$ cat src/rtl/toy_ctrl_pkg.sv
// Shared opcode, ALU and state encodings for the ToyProcessor control unit.
package toy_ctrl_pkg;

    localparam logic [3:0] OP_NOP = 4'h0;
    localparam logic [3:0] OP_LDA = 4'h1;
    localparam logic [3:0] OP_LDB = 4'h2;
    localparam logic [3:0] OP_ADD = 4'h3;
    localparam logic [3:0] OP_SUB = 4'h4;
    localparam logic [3:0] OP_AND = 4'h5;
    localparam logic [3:0] OP_OR  = 4'h6;
    localparam logic [3:0] OP_OUT = 4'h7;
    localparam logic [3:0] OP_JMP = 4'h8;
    localparam logic [3:0] OP_JZ  = 4'h9;
    localparam logic [3:0] OP_HLT = 4'hF;

    localparam logic [1:0] ALU_ADD = 2'b00;
    localparam logic [1:0] ALU_SUB = 2'b01;
    localparam logic [1:0] ALU_AND = 2'b10;
    localparam logic [1:0] ALU_OR  = 2'b11;

    typedef enum logic [2:0] {
        IDLE    = 3'd0,
        FETCH   = 3'd1,
        DECODE  = 3'd2,
        EXECUTE = 3'd3,
        HALT    = 3'd4
    } state_t;

endpackage

$ cat src/rtl/toy_decode.sv
// Combinational strobe decode from (state, latched opcode, Zero) for the control unit.
module toy_decode
    import toy_ctrl_pkg::*;
(
    input  logic [2:0] state,
    input  logic [3:0] opcode,
    input  logic       zero,
    output logic       pc_load,
    output logic       pc_inc,
    output logic       ir_load,
    output logic       a_load,
    output logic       b_load,
    output logic       out_load,
    output logic       a_sel,
    output logic [1:0] alu_op,
    output logic       busy,
    output logic       halted,
    output logic       illegal
);

    state_t st;
    assign st = state_t'(state);

    always_comb begin
        pc_load  = 1'b0;
        pc_inc   = 1'b0;
        ir_load  = 1'b0;
        a_load   = 1'b0;
        b_load   = 1'b0;
        out_load = 1'b0;
        a_sel    = 1'b0;
        alu_op   = ALU_ADD;
        busy     = 1'b0;
        halted   = 1'b0;
        illegal  = 1'b0;
        case (st)
            FETCH: begin
                ir_load = 1'b1;
                pc_inc  = 1'b1;
                busy    = 1'b1;
            end
            DECODE: busy = 1'b1;
            EXECUTE: begin
                busy = 1'b1;
                case (opcode)
                    OP_NOP, OP_HLT: ;
                    OP_LDA: a_load = 1'b1;
                    OP_LDB: b_load = 1'b1;
                    OP_ADD: begin a_load = 1'b1; a_sel = 1'b1; alu_op = ALU_ADD; end
                    OP_SUB: begin a_load = 1'b1; a_sel = 1'b1; alu_op = ALU_SUB; end
                    OP_AND: begin a_load = 1'b1; a_sel = 1'b1; alu_op = ALU_AND; end
                    OP_OR:  begin a_load = 1'b1; a_sel = 1'b1; alu_op = ALU_OR;  end
                    OP_OUT: out_load = 1'b1;
                    OP_JMP: pc_load = 1'b1;
                    // Zero comes straight from the ALU in this same cycle
                    OP_JZ:  pc_load = zero;
                    default: illegal = 1'b1;
                endcase
            end
            HALT: halted = 1'b1;
            default: ;
        endcase
    end

endmodule

$ cat src/rtl/toy_control_unit.sv
// Three-cycle fetch/decode/execute sequencer: state, latched instruction fields and retired count.
module toy_control_unit
    import toy_ctrl_pkg::*;
#(
    parameter int DATA_W = 8,
    parameter int OP_W   = 4,
    parameter int CNT_W  = 8
) (
    input  logic                     CLK,
    input  logic                     Reset_n,
    input  logic                     Start,
    input  logic [DATA_W-1:0]        IR_Q,
    input  logic                     Zero,
    output logic                     PC_Load,
    output logic                     PC_Inc,
    output logic                     IR_Load,
    output logic                     A_Load,
    output logic                     B_Load,
    output logic                     Out_Load,
    output logic                     A_Sel,
    output logic [1:0]               ALU_Op,
    output logic [DATA_W-OP_W-1:0]   Operand,
    output logic                     Busy,
    output logic                     Halted,
    output logic                     Illegal,
    output logic [CNT_W-1:0]         Instr_Count
);

    state_t                  state_q;
    state_t                  state_d;
    logic [OP_W-1:0]         opcode_q;
    logic [DATA_W-OP_W-1:0]  operand_q;
    logic [CNT_W-1:0]        count_q;

    always_ff @(posedge CLK or negedge Reset_n) begin
        if (!Reset_n) begin
            state_q   <= IDLE;
            opcode_q  <= '0;
            operand_q <= '0;
            count_q   <= '0;
        end else begin
            state_q <= state_d;
            if (state_q == DECODE) begin
                opcode_q  <= IR_Q[DATA_W-1 -: OP_W];
                operand_q <= IR_Q[DATA_W-OP_W-1:0];
            end
            // Every EXECUTE exit retires one instruction, HLT and illegal included
            if (state_q == EXECUTE)
                count_q <= count_q + CNT_W'(1);
        end
    end

    always_comb begin
        state_d = IDLE;
        case (state_q)
            IDLE:    state_d = Start ? FETCH : IDLE;
            FETCH:   state_d = DECODE;
            DECODE:  state_d = EXECUTE;
            EXECUTE: state_d = (opcode_q == OP_HLT) ? HALT : FETCH;
            HALT:    state_d = HALT;
            default: state_d = IDLE;
        endcase
    end

    toy_decode u_decode (
        .state    (state_q),
        .opcode   (opcode_q),
        .zero     (Zero),
        .pc_load  (PC_Load),
        .pc_inc   (PC_Inc),
        .ir_load  (IR_Load),
        .a_load   (A_Load),
        .b_load   (B_Load),
        .out_load (Out_Load),
        .a_sel    (A_Sel),
        .alu_op   (ALU_Op),
        .busy     (Busy),
        .halted   (Halted),
        .illegal  (Illegal)
    );

    assign Operand     = operand_q;
    assign Instr_Count = count_q;

endmodule
$ cat config.mk
export PLATFORM = sky130hd
export DESIGN_NAME = toy_control_unit
export DESIGN_NICKNAME = d
export VERILOG_FILES = /design/src/rtl/toy_ctrl_pkg.sv /design/src/rtl/toy_decode.sv /design/src/rtl/toy_control_unit.sv
export SDC_FILE = /design/constraint.sdc
export NUM_CORES = 1
export LEC_CHECK = 0
export ABC_AREA = 1
export CORE_MARGIN = 2
export CORE_UTILIZATION = 39
export DETAILED_ROUTE_END_ITERATION = 10
export PLACE_DENSITY = 0.86
export SYNTH_ARGS = -nofsm -noshare
export SYNTH_HDL_FRONTEND = slang
export SYNTH_HIERARCHICAL = 1
export SYNTH_SLANG_ARGS = --single-unit
$ cat constraint.sdc
create_clock -name CLK -period 1.16 [get_ports CLK]
set_input_delay 0.174 -clock CLK [delete_from_list [all_inputs] [get_ports CLK]]
set_output_delay 0.174 -clock CLK [all_outputs]
set_load 0.01 [all_outputs]
; After elaboration in Yosys (flattened, before gate mapping)
; Index checks and enable logic that the tools add are counted.
[totals]
elab_cells = 45
memories = 0
regBits = 19
mem_bits_rw = 0
latchBits = 0
out_inout_bits = 24
rom_bits = 0
[op_classes]
addsub = 1
div = 0
n_reduce_logical = 6
bitwise = 0
magnitude_cmp = 0
mux = 20
shift = 0
mul = 0
eq_ne = 14
[op_table]
columns = operator, n
row1 = == test 4 x 3 -> 1 bit (second input constant), 4
row2 = two-way mux 1 bit, 15
row3 = one-hot mux 3 bit (5 select lines), 1
row4 = == test 4 bit (second input constant), 3
row5 = OR reduction 11 bit, 1
row6 = adder 8 x 1 -> 8 bit (second input constant), 1
row7 = == test 4 x 2 -> 1 bit (second input constant), 2
row8 = == test 3 x 2 -> 1 bit (second input constant), 2
row9 = one-hot mux 2 bit (3 select lines), 1
row10 = OR reduction 5 bit, 1
row11 = == test 4 x 1 -> 1 bit (second input constant), 1
row12 = zero test 4 bit, 1
row13 = OR reduction 4 bit, 1
row14 = == test 3 x 1 -> 1 bit (second input constant), 1
row15 = == test 3 bit (second input constant), 1
row16 = zero test 3 bit, 1
row17 = two-way mux 3 bit, 1
row18 = OR reduction 3 bit, 1
row19 = two-way mux 2 bit, 1
row20 = one-hot mux 1 bit (2 select lines), 1

; Logic depth before layout (Yosys ltp)
; Gate-level depths: netlist (run 1).
[depth]
word_depth = 4
ltp_mapped = 7
ltp_nobuf = 7

; By module
; The synthesis (run 1) kept the hierarchy.
[by_module_without_submodules]
columns = mod, instances, seq_area_each_um2, area_each_um2, cells_per_inst
row1 = toy_control_unit, 1, 475.5, 858.3, 101
row2 = toy_decode, 1, 0.0, 153.9, 35

; Least setup slack after synthesis (run 1)
; Ideal clock, no wire load.
[synth_path]
path_kind = register -> register
start = register count_q[1], in the netlist Instr_Count[1]
end = register count_q[6], in the netlist Instr_Count[6]
slack_ns = 0.019
stages_incl_launch_ff = 7
n_path_buf = 0
arrival_ns = 1.028
setup_ns = 0.113
required_time_ns = 1.047
cell_sequence = dfrtp_1 ha_1 nand3_1 nor2_1 nand3_1 nand2_1 inv_1
[synth_via]
elab_chain_cells = 1
[synth_rtl]
columns = item, line_no
row1 = "start, declared", toy_control_unit.sv:33  ; logic [CNT_W-1:0] count_q;
row2 = "start signal, assigned", toy_control_unit.sv:49  ; count_q <= count_q + CNT_W'(1);
row3 = adder 8 x 1 -> 8 bit, toy_control_unit.sv:49
; No other way between the ends.
; A chain may end at the register's enable or synchronous reset.

; Worst setup path after layout (run 1)
[layout_path]
start = register opcode_q[2]
end = output A_Sel
[layout_via]
elab_chain_cells = 4
[layout_rtl]
columns = item, line_no
row1 = "start, declared", toy_control_unit.sv:31  ; logic [OP_W-1:0] opcode_q;
row2 = "start signal, assigned", toy_control_unit.sv:44  ; opcode_q <= IR_Q[DATA_W-1 -: OP_W];
row3 = == test 4 x 2 -> 1 bit / == test 4 x 3 -> 1 bit (equally long branches), toy_decode.sv:45  ; case (opcode)
row4 = OR reduction 4 bit (no source line) (*), -
row5 = two-way mux 1 bit (*), toy_decode.sv:45
row6 = two-way mux 1 bit (*), toy_decode.sv:36  ; case (st)
row7 = "end, declared", toy_control_unit.sv:20  ; output logic A_Sel,
; Mark *: on every way between the ends. The rest lies on a longest branch, timed or not.

==> summary.md, run 1 <==
| Metric | Value |
|---|---|
| Worst hold margin | `0.207 ns` |
| Setup-failing EPs final | `30` |
| Most common flop cell mapped by yosys | `dfrtp_1` |
| Synth cell types | `19` |
| TritonRoute pass-1 iters | `4` |
| R2R depth | `7` |
| Synth Net Count | `149` |
| Worst Setup End Kind | `output pin` |
| Min setup slack post-route | `-0.396 ns` |
| Tcrit/Tclk final | `134%` |
| # IOs | `36` |
| Fin util | `74.9%` |
| Final ANT Viol Nets | `0` |
| Die W | `54.9 um` |
| Cells after Synth | `136` |
| Power Density | `2710 nW/um^2` |
| WL/cell | `15.6 um` |
| NumNets Final | `224` |
| Vias | `1234` |
| Cells along the critical path | `buf_6 > nor2_4 > nand2_1 > a21oi_2 > buf_2` |
| DP HPWL | `1.86 mm` |
| Clock buffer count from CTS | `3` |
| Area Growth Syn to Fin | `83.4%` |
| GR Overflow Total | `0` |
| Initial Util | `40.9%` |
| Fraction of layout cells with a size suffix above 1 | `43.8%` |
| DP Cell Count | `220` |
| Row cnt | `18` |
| RSZ-0062 raised after global routing | `yes` |
| Post-synth EDFFs | `0` |
| CP required | `0.99 ns` |
| Final wirelength | `3.74 mm` |
| R2r startpoint | `state_q[1]` |
| Sequential share of the synthesized area | `47.0%` |
| Hold Path Class | `input pin to asynchronous set/reset pin` |
| Status | `complete, but fails checks` |
| Yosys warns | `6` |
| Worst skew pair latency | `0.30 ns` |
| Post-route cell area | `1860 sq um` |
| Async S/R FF share, synth | `100%` |
| Leakage | `0.953 nW` |
| CP Launch Type | `register` |
| Syn avg cell area | `7.44 sq um` |
| # fillers | `151` |
| Post-Place Cell Area | `1550 sq um` |
| Clock sink total | `19` |
| CP Data Arrival Time | `1.38 ns` |
| Final min period | `1.56 ns` |
| Fin Clk Skew | `0.00110 ns` |
| Area occupied by multi-input gates | `618 sq um` |
| CTS root buffer | `clkbuf_4` |
| Layout Cells excl Fill | `240` |
| Residual DRC count | `0` |
| Initial antenna violation count | `0` |
| Die area | `3020 sq um` |
| Netlist Area Pre-Place | `1010 sq um` |
| Final hold vios | `0` |
| Critical path class | `register to output pin` |
| R2R setup slack | `-0.14 ns` |
| First-pass GRT wire length | `4.75 mm` |
| Worst-margin pin slew | `0.246 ns` |
| Worst-path clk slew | `0.11 ns` |
| VDD IR-drop max | `1.93 mV` |
| Synth Register Bits | `19` |
| Max Cap Viol | `0` |
| Critical path's largest stage delay | `0.45 ns` |
| Vias/cell | `5.14` |
| Top cells by area, synth | `dfrtp_1 (47%), nand2_1 (16%), nand3_1 (8.4%)` |
| H-tree levels | `1` |
| Gr usage total | `22.7%` |
| Area leader, netlist | `dfrtp_1` |
| Violation count after the first detailed-routing iteration | `30` |
| Setup WS pre-CTS | `-0.370 ns` |
| Final GP Congestion | `0.768` |
| RR Endpoint | `Instr_Count[7]` |
| Core Area | `2480 sq um` |
| CP max-delay cell | `dfrtp_1` |
| CTS tree | `yes` |
| CTS max path bufs | `2` |
| Crit-path max FO | `4` |
| Commonest cells in the netlist | `nand2_1 (42), dfrtp_1 (19), inv_1 (17), nand3_1 (17), nor2_1 (17)` |
| Most frequent cell after synthesis | `nand2_1` |
| Hold buffers post-CTS | `0` |
| Die height | `54.9 um` |
| Pin count of the biggest net entering global routing | `20` |
| Post-synth top area share | `47.0%` |
| Port bufs | `35` |
| Diodes inserted | `0` |
| Fmax | `643 MHz` |
| Relative slew margins | `83.6%` |
| Vias in the first global route | `1082` |
| Failing checks | `negative setup slack` |
| Slew Limit Fails | `0` |
| Sequential Area | `477 sq um` |
[final cells by class]
type / instances / share of cell area [%]
Multi-Input combinational cell: 98 / 33.3
Timing Repair Buffer: 72 / 33.9
Sequential cell: 19 / 25.7
Tap cell: 30 / 2.02
Inverter: 17 / 3.71
Clock buffer: 4 / 1.42
[worst max-delay path: cells and delay by family (launching register included)]
kind / cells / cell delay [ns]
flip-flops: 1 / 0.45
AO/OA/AOI/OAI: 1 / 0.13
AND/OR/NAND/NOR: 2 / 0.22
buffers and inverters: 2 / 0.28
[how the worst max path moves through the flow]
stage	start	endpoint
floorplan	Instr_Count[1]	Instr_Count[6]
global placement	Zero	PC_Load
detailed placement	opcode_q[2]	A_Sel
CTS	state_q[0]	Out_Load
global route	opcode_q[2]	A_Sel
finish	opcode_q[2]	A_Sel
[state kept, by name, indices dropped and copies added, names as in the netlist]
signal       flops
Operand          4
opcode_q         4
state_q          3
Instr_Count      8
[stage by stage]
stage / TNS, ns / total power, mW
2_1_floorplan: 0 / 2.31
3_3_place_gp: -3.56 / 3.53
3_5_place_dp: -4.17 / 3.62
4_1_cts: -3.45 / 4.28
5_1_grt: -6.93 / 5.35
6_report: -5.56 / 5.03
[routing by layer]
| metal | global-route usage [%] | vias to the layer above | part of all wire, % |
|---|---|---|---|
| li1 | - | 579 | - |
| met1 | 26.1 | 586 | 39 |
| met2 | 42.7 | 57 | 53 |
| met3 | 2.42 | 12 | 5.2 |
| met4 | 8.94 | 0 | 3.2 |
| met5 | 0 | - | 0 |
[timing repair]
item	4_1_cts	5_1_grt
setup buffers	11	6
resized for setup	100	36
pin swaps	11	14
setup endpoints to repair	39	40
cloned	0	1
[cell families after synthesis]
family / Yosys count / synth area share, %
compound gates: 7 / 3.46
fa+ha+maj: 1 / 1.24
buf+inv: 19 / 7.54
simple gates: 86 / 37.3
flops: 19 / 47.0
xor+xnor: 4 / 3.46
[cells in the final DEF (no fill, tap or decap), types with 2 or more instances in the layout]
| cell type | n |
|---|---|
| inv_1 | 13 |
| clkbuf_4 | 3 |
| nor2_1 | 10 |
| nand2_1 | 33 |
| xor2_1 | 3 |
| buf_4 | 25 |
| o21ai_0 | 3 |
| inv_2 | 2 |
| clkdlybuf4s15_1 | 10 |
| buf_6 | 9 |
| buf_2 | 12 |
| a21oi_2 | 2 |
| nand2_2 | 7 |
| inv_4 | 2 |
| nor2_4 | 8 |
| nand2_4 | 3 |
| nand3_2 | 5 |
| dfrtp_1 | 18 |
| nand3_1 | 12 |
| clkdlybuf4s50_1 | 11 |
| clkbuf_2 | 2 |
| nor2_2 | 3 |
[report_power, final]
part	switching, mW	internal [mW]	total [mW]
logic	1.82	1.66	3.48
registers	0.260	0.947	1.21
clock network	0.210	0.134	0.343
total	2.29	2.74	5.03
No activity file was read; power rests on OpenSTA's default activity.
==> run 2: changes to the inputs <==
==> constraint.sdc (replaced) <==
create_clock -name CLK -period 1.16 [get_ports CLK]
set_input_delay 0.174 -clock CLK [delete_from_list [all_inputs] [get_ports CLK]]
set_output_delay 0.174 -clock CLK [all_outputs]
set_load 0.005 [all_outputs]
==> summary.md, run 2 (same netlist as run 1, synthesis figures left out) <==
| Metric | Value |
|---|---|
| Status | `complete, but fails checks` |
| Failing checks | `negative setup slack` |
| Row cnt | `18 (unchanged)` |
| Vias | `1219 (-1.2%)` |
| Overall Power | `5.07 mW (+0.83%)` |
| CP max-delay cell | `dfrtp_1` |
| Crit-path max FO | `4 (unchanged)` |
| Min setup slack post-route | `-0.339 ns (+0.0573 ns)` |
| Relative slew margins | `83.8% (+0.16 points)` |
| Die area | `3020 sq um (unchanged)` |
| VDD IR-drop max | `1.80 mV (-6.4%)` |
| Worst-path clk slew | `0.11 ns (about the same)` |
| Initial antenna violation count | `0 (unchanged)` |
| RSZ-0062 raised after global routing | `yes` |
| Diodes inserted | `0 (unchanged)` |
| Critical path class | `register to output pin` |
| TritonRoute pass-1 iters | `4 (unchanged)` |
| Hold Path Class | `input pin to asynchronous set/reset pin` |
| H-tree levels | `1 (unchanged)` |
| CP Data Arrival Time | `1.32 ns (-0.06 ns)` |
| Final hold vios | `0 (unchanged)` |
| Gr usage total | `24.5% (+1.8 points)` |
| Die W | `54.9 um (unchanged)` |
| Worst skew pair latency | `0.30 ns (about the same)` |
| Worst Setup End Kind | `output pin` |
| Setup-failing EPs final | `30 (unchanged)` |
| Tcrit/Tclk final | `129% (-4.9 points)` |
| CP Launch Type | `register` |
| First-pass GRT wire length | `5.18 mm (+8.9%)` |
| Hold buffers post-CTS | `0 (unchanged)` |
| Worst-margin pin slew | `0.243 ns (-0.00241 ns)` |
| Violation count after the first detailed-routing iteration | `44 (+47%)` |
| Max reg flops | `8 (unchanged)` |
| Slew Limit Fails | `0 (unchanged)` |
| Die height | `54.9 um (unchanged)` |
| Port bufs | `35 (unchanged)` |
| CTS tree | `yes` |
| Vias in the first global route | `1224 (+13%)` |
| Max Cap Viol | `0 (unchanged)` |
| CTS max path bufs | `2 (unchanged)` |
| Final min period | `1.50 ns (-0.0573 ns)` |
| Critical path's largest stage delay | `0.48 ns (+0.03 ns)` |
| Fraction of layout cells with a size suffix above 1 | `49.8% (+6.0 points)` |
| Fin Clk Skew | `0.00195 ns (+0.000847 ns)` |
| Pin count of the biggest net entering global routing | `20 (unchanged)` |
| NumNets Final | `225 (+0.45%)` |
| CTS root buffer | `clkbuf_4` |
| GR Overflow Total | `0 (unchanged)` |
| WL/cell | `15.2 um (-2.4%)` |
| # IOs | `36 (unchanged)` |
| Power Density | `2680 nW/um^2 (-1.3%)` |
| Vias/cell | `5.06 (-1.6%)` |
| Residual DRC count | `0 (unchanged)` |
| Fmax | `667 MHz (+3.8%)` |
| DP HPWL | `1.91 mm (+2.8%)` |
| Final wirelength | `3.67 mm (-2.0%)` |
| Cells along the critical path | `nand2_2 > inv_1 > nand2_1 > a21oi_2 > buf_2` |
| Fin util | `76.6% (+1.6 points)` |
| Most frequent cells in the layout | `buf_4 (26), nand2_1 (25), dfrtp_1 (16), nand2_2 (16), inv_1 (13)` |
| Core Area | `2480 sq um (unchanged)` |
| Clock sink total | `19 (unchanged)` |
| CP required | `0.99 ns (about the same)` |
| Final ANT Viol Nets | `0 (unchanged)` |
| Initial Util | `40.9% (unchanged)` |
| Final GP Congestion | `0.769 (+0.12%)` |
| Area Growth Syn to Fin | `87.4%` |
| Clock buffer count from CTS | `3 (unchanged)` |
| Commonest non-fill, non-tap cell in the layout | `buf_4` |
| # fillers | `170 (+13%)` |
| Leakage | `0.952 nW (about the same)` |
-- run 2: cell types whose count changed in the layout (fill, tap and decap cells not counted), moves of 2 or more --
cell | previous run | this run
nand2_1 | 33 | 25
clkbuf_2 | 2 | 0
dfrtp_2 | 1 | 3
nor2_1 | 10 | 8
dfrtp_1 | 18 | 16
o21ai_0 | 3 | 1
buf_6 | 9 | 11
nor2_4 | 8 | 10
nand2_2 | 7 | 16
-- run 2: what timing repair did --
item	CTS	global route
pin swaps	21	19
setup buffers	17	3
endpoints found under the setup margin	42	41
gates resized for setup	110	40
-- run 2: critical path: cells and delay by family, from the launching register on --
kind                   cells  cell delay, ns
buffers and inverters      2            0.22
AND/OR/NAND/NOR            2            0.20
flip-flops                 1            0.48
AO/OA/AOI/OAI              1            0.13
-- run 2: metrics by stage --
step / setup WS (ns) / instance area, sq um / instances / TNS [ns] / hold WS, ns
floorplan: 0.0522 / 1010 / 136 / 0 / -0.122
global placement: -0.310 / 1540 / 219 / -3.09 / 0.457
detailed placement: -0.346 / 1540 / 219 / -3.67 / 0.460
CTS: -0.300 / 1790 / 240 / -3.66 / 0.215
global route: -0.389 / 1900 / 241 / -5.79 / 0.240
finish: -0.339 / 1900 / 241 / -4.20 / 0.211
-- run 2: where the power goes --
group	switching (mW)	internal (mW)	total, mW
clock	0.208	0.134	0.342
sequential	0.251	0.950	1.20
combinational	1.79	1.74	3.53
-- run 2: final timing paths --
path / start / slack (ns) / end / depth (start not counted)
worst max-delay path: opcode_q[1] / -0.34 / A_Sel / 5
worst min-delay path: Reset_n / 0.21 / Instr_Count[2] / 2
worst max register to register: state_q[1] / -0.08 / Instr_Count[5] / 7
worst min register to register: Operand[3] / 0.50 / Operand[3] / 2
max in group asynchronous: Reset_n / 0.74 / state_q[2] / 2
min in group CLK: IR_Q[2] / 0.42 / Operand[2] / 3
-- run 2: layout make-up --
| cell class | instances | area [sq um] | share of cell area, % |
|---|---|---|---|
| Tap cell | 30 | 37.5 | 1.98 |
| Inverter | 17 | 68.8 | 3.63 |
| Sequential cell | 19 | 479 | 25.3 |
| Clock buffer | 4 | 26.3 | 1.39 |
| Multi-Input combinational cell | 98 | 662 | 34.9 |
| Timing Repair Buffer | 73 | 623 | 32.8 |
-- run 2: routing by layer --
metal  part of all wire (%)  up-vias  track usage [%]
met3                    3.8        8             3.49
met5                      0        -                0
met1                     38      593             26.4
met4                    2.0        0             8.94
li1                       -      579                -
met2                     56       39             47.8
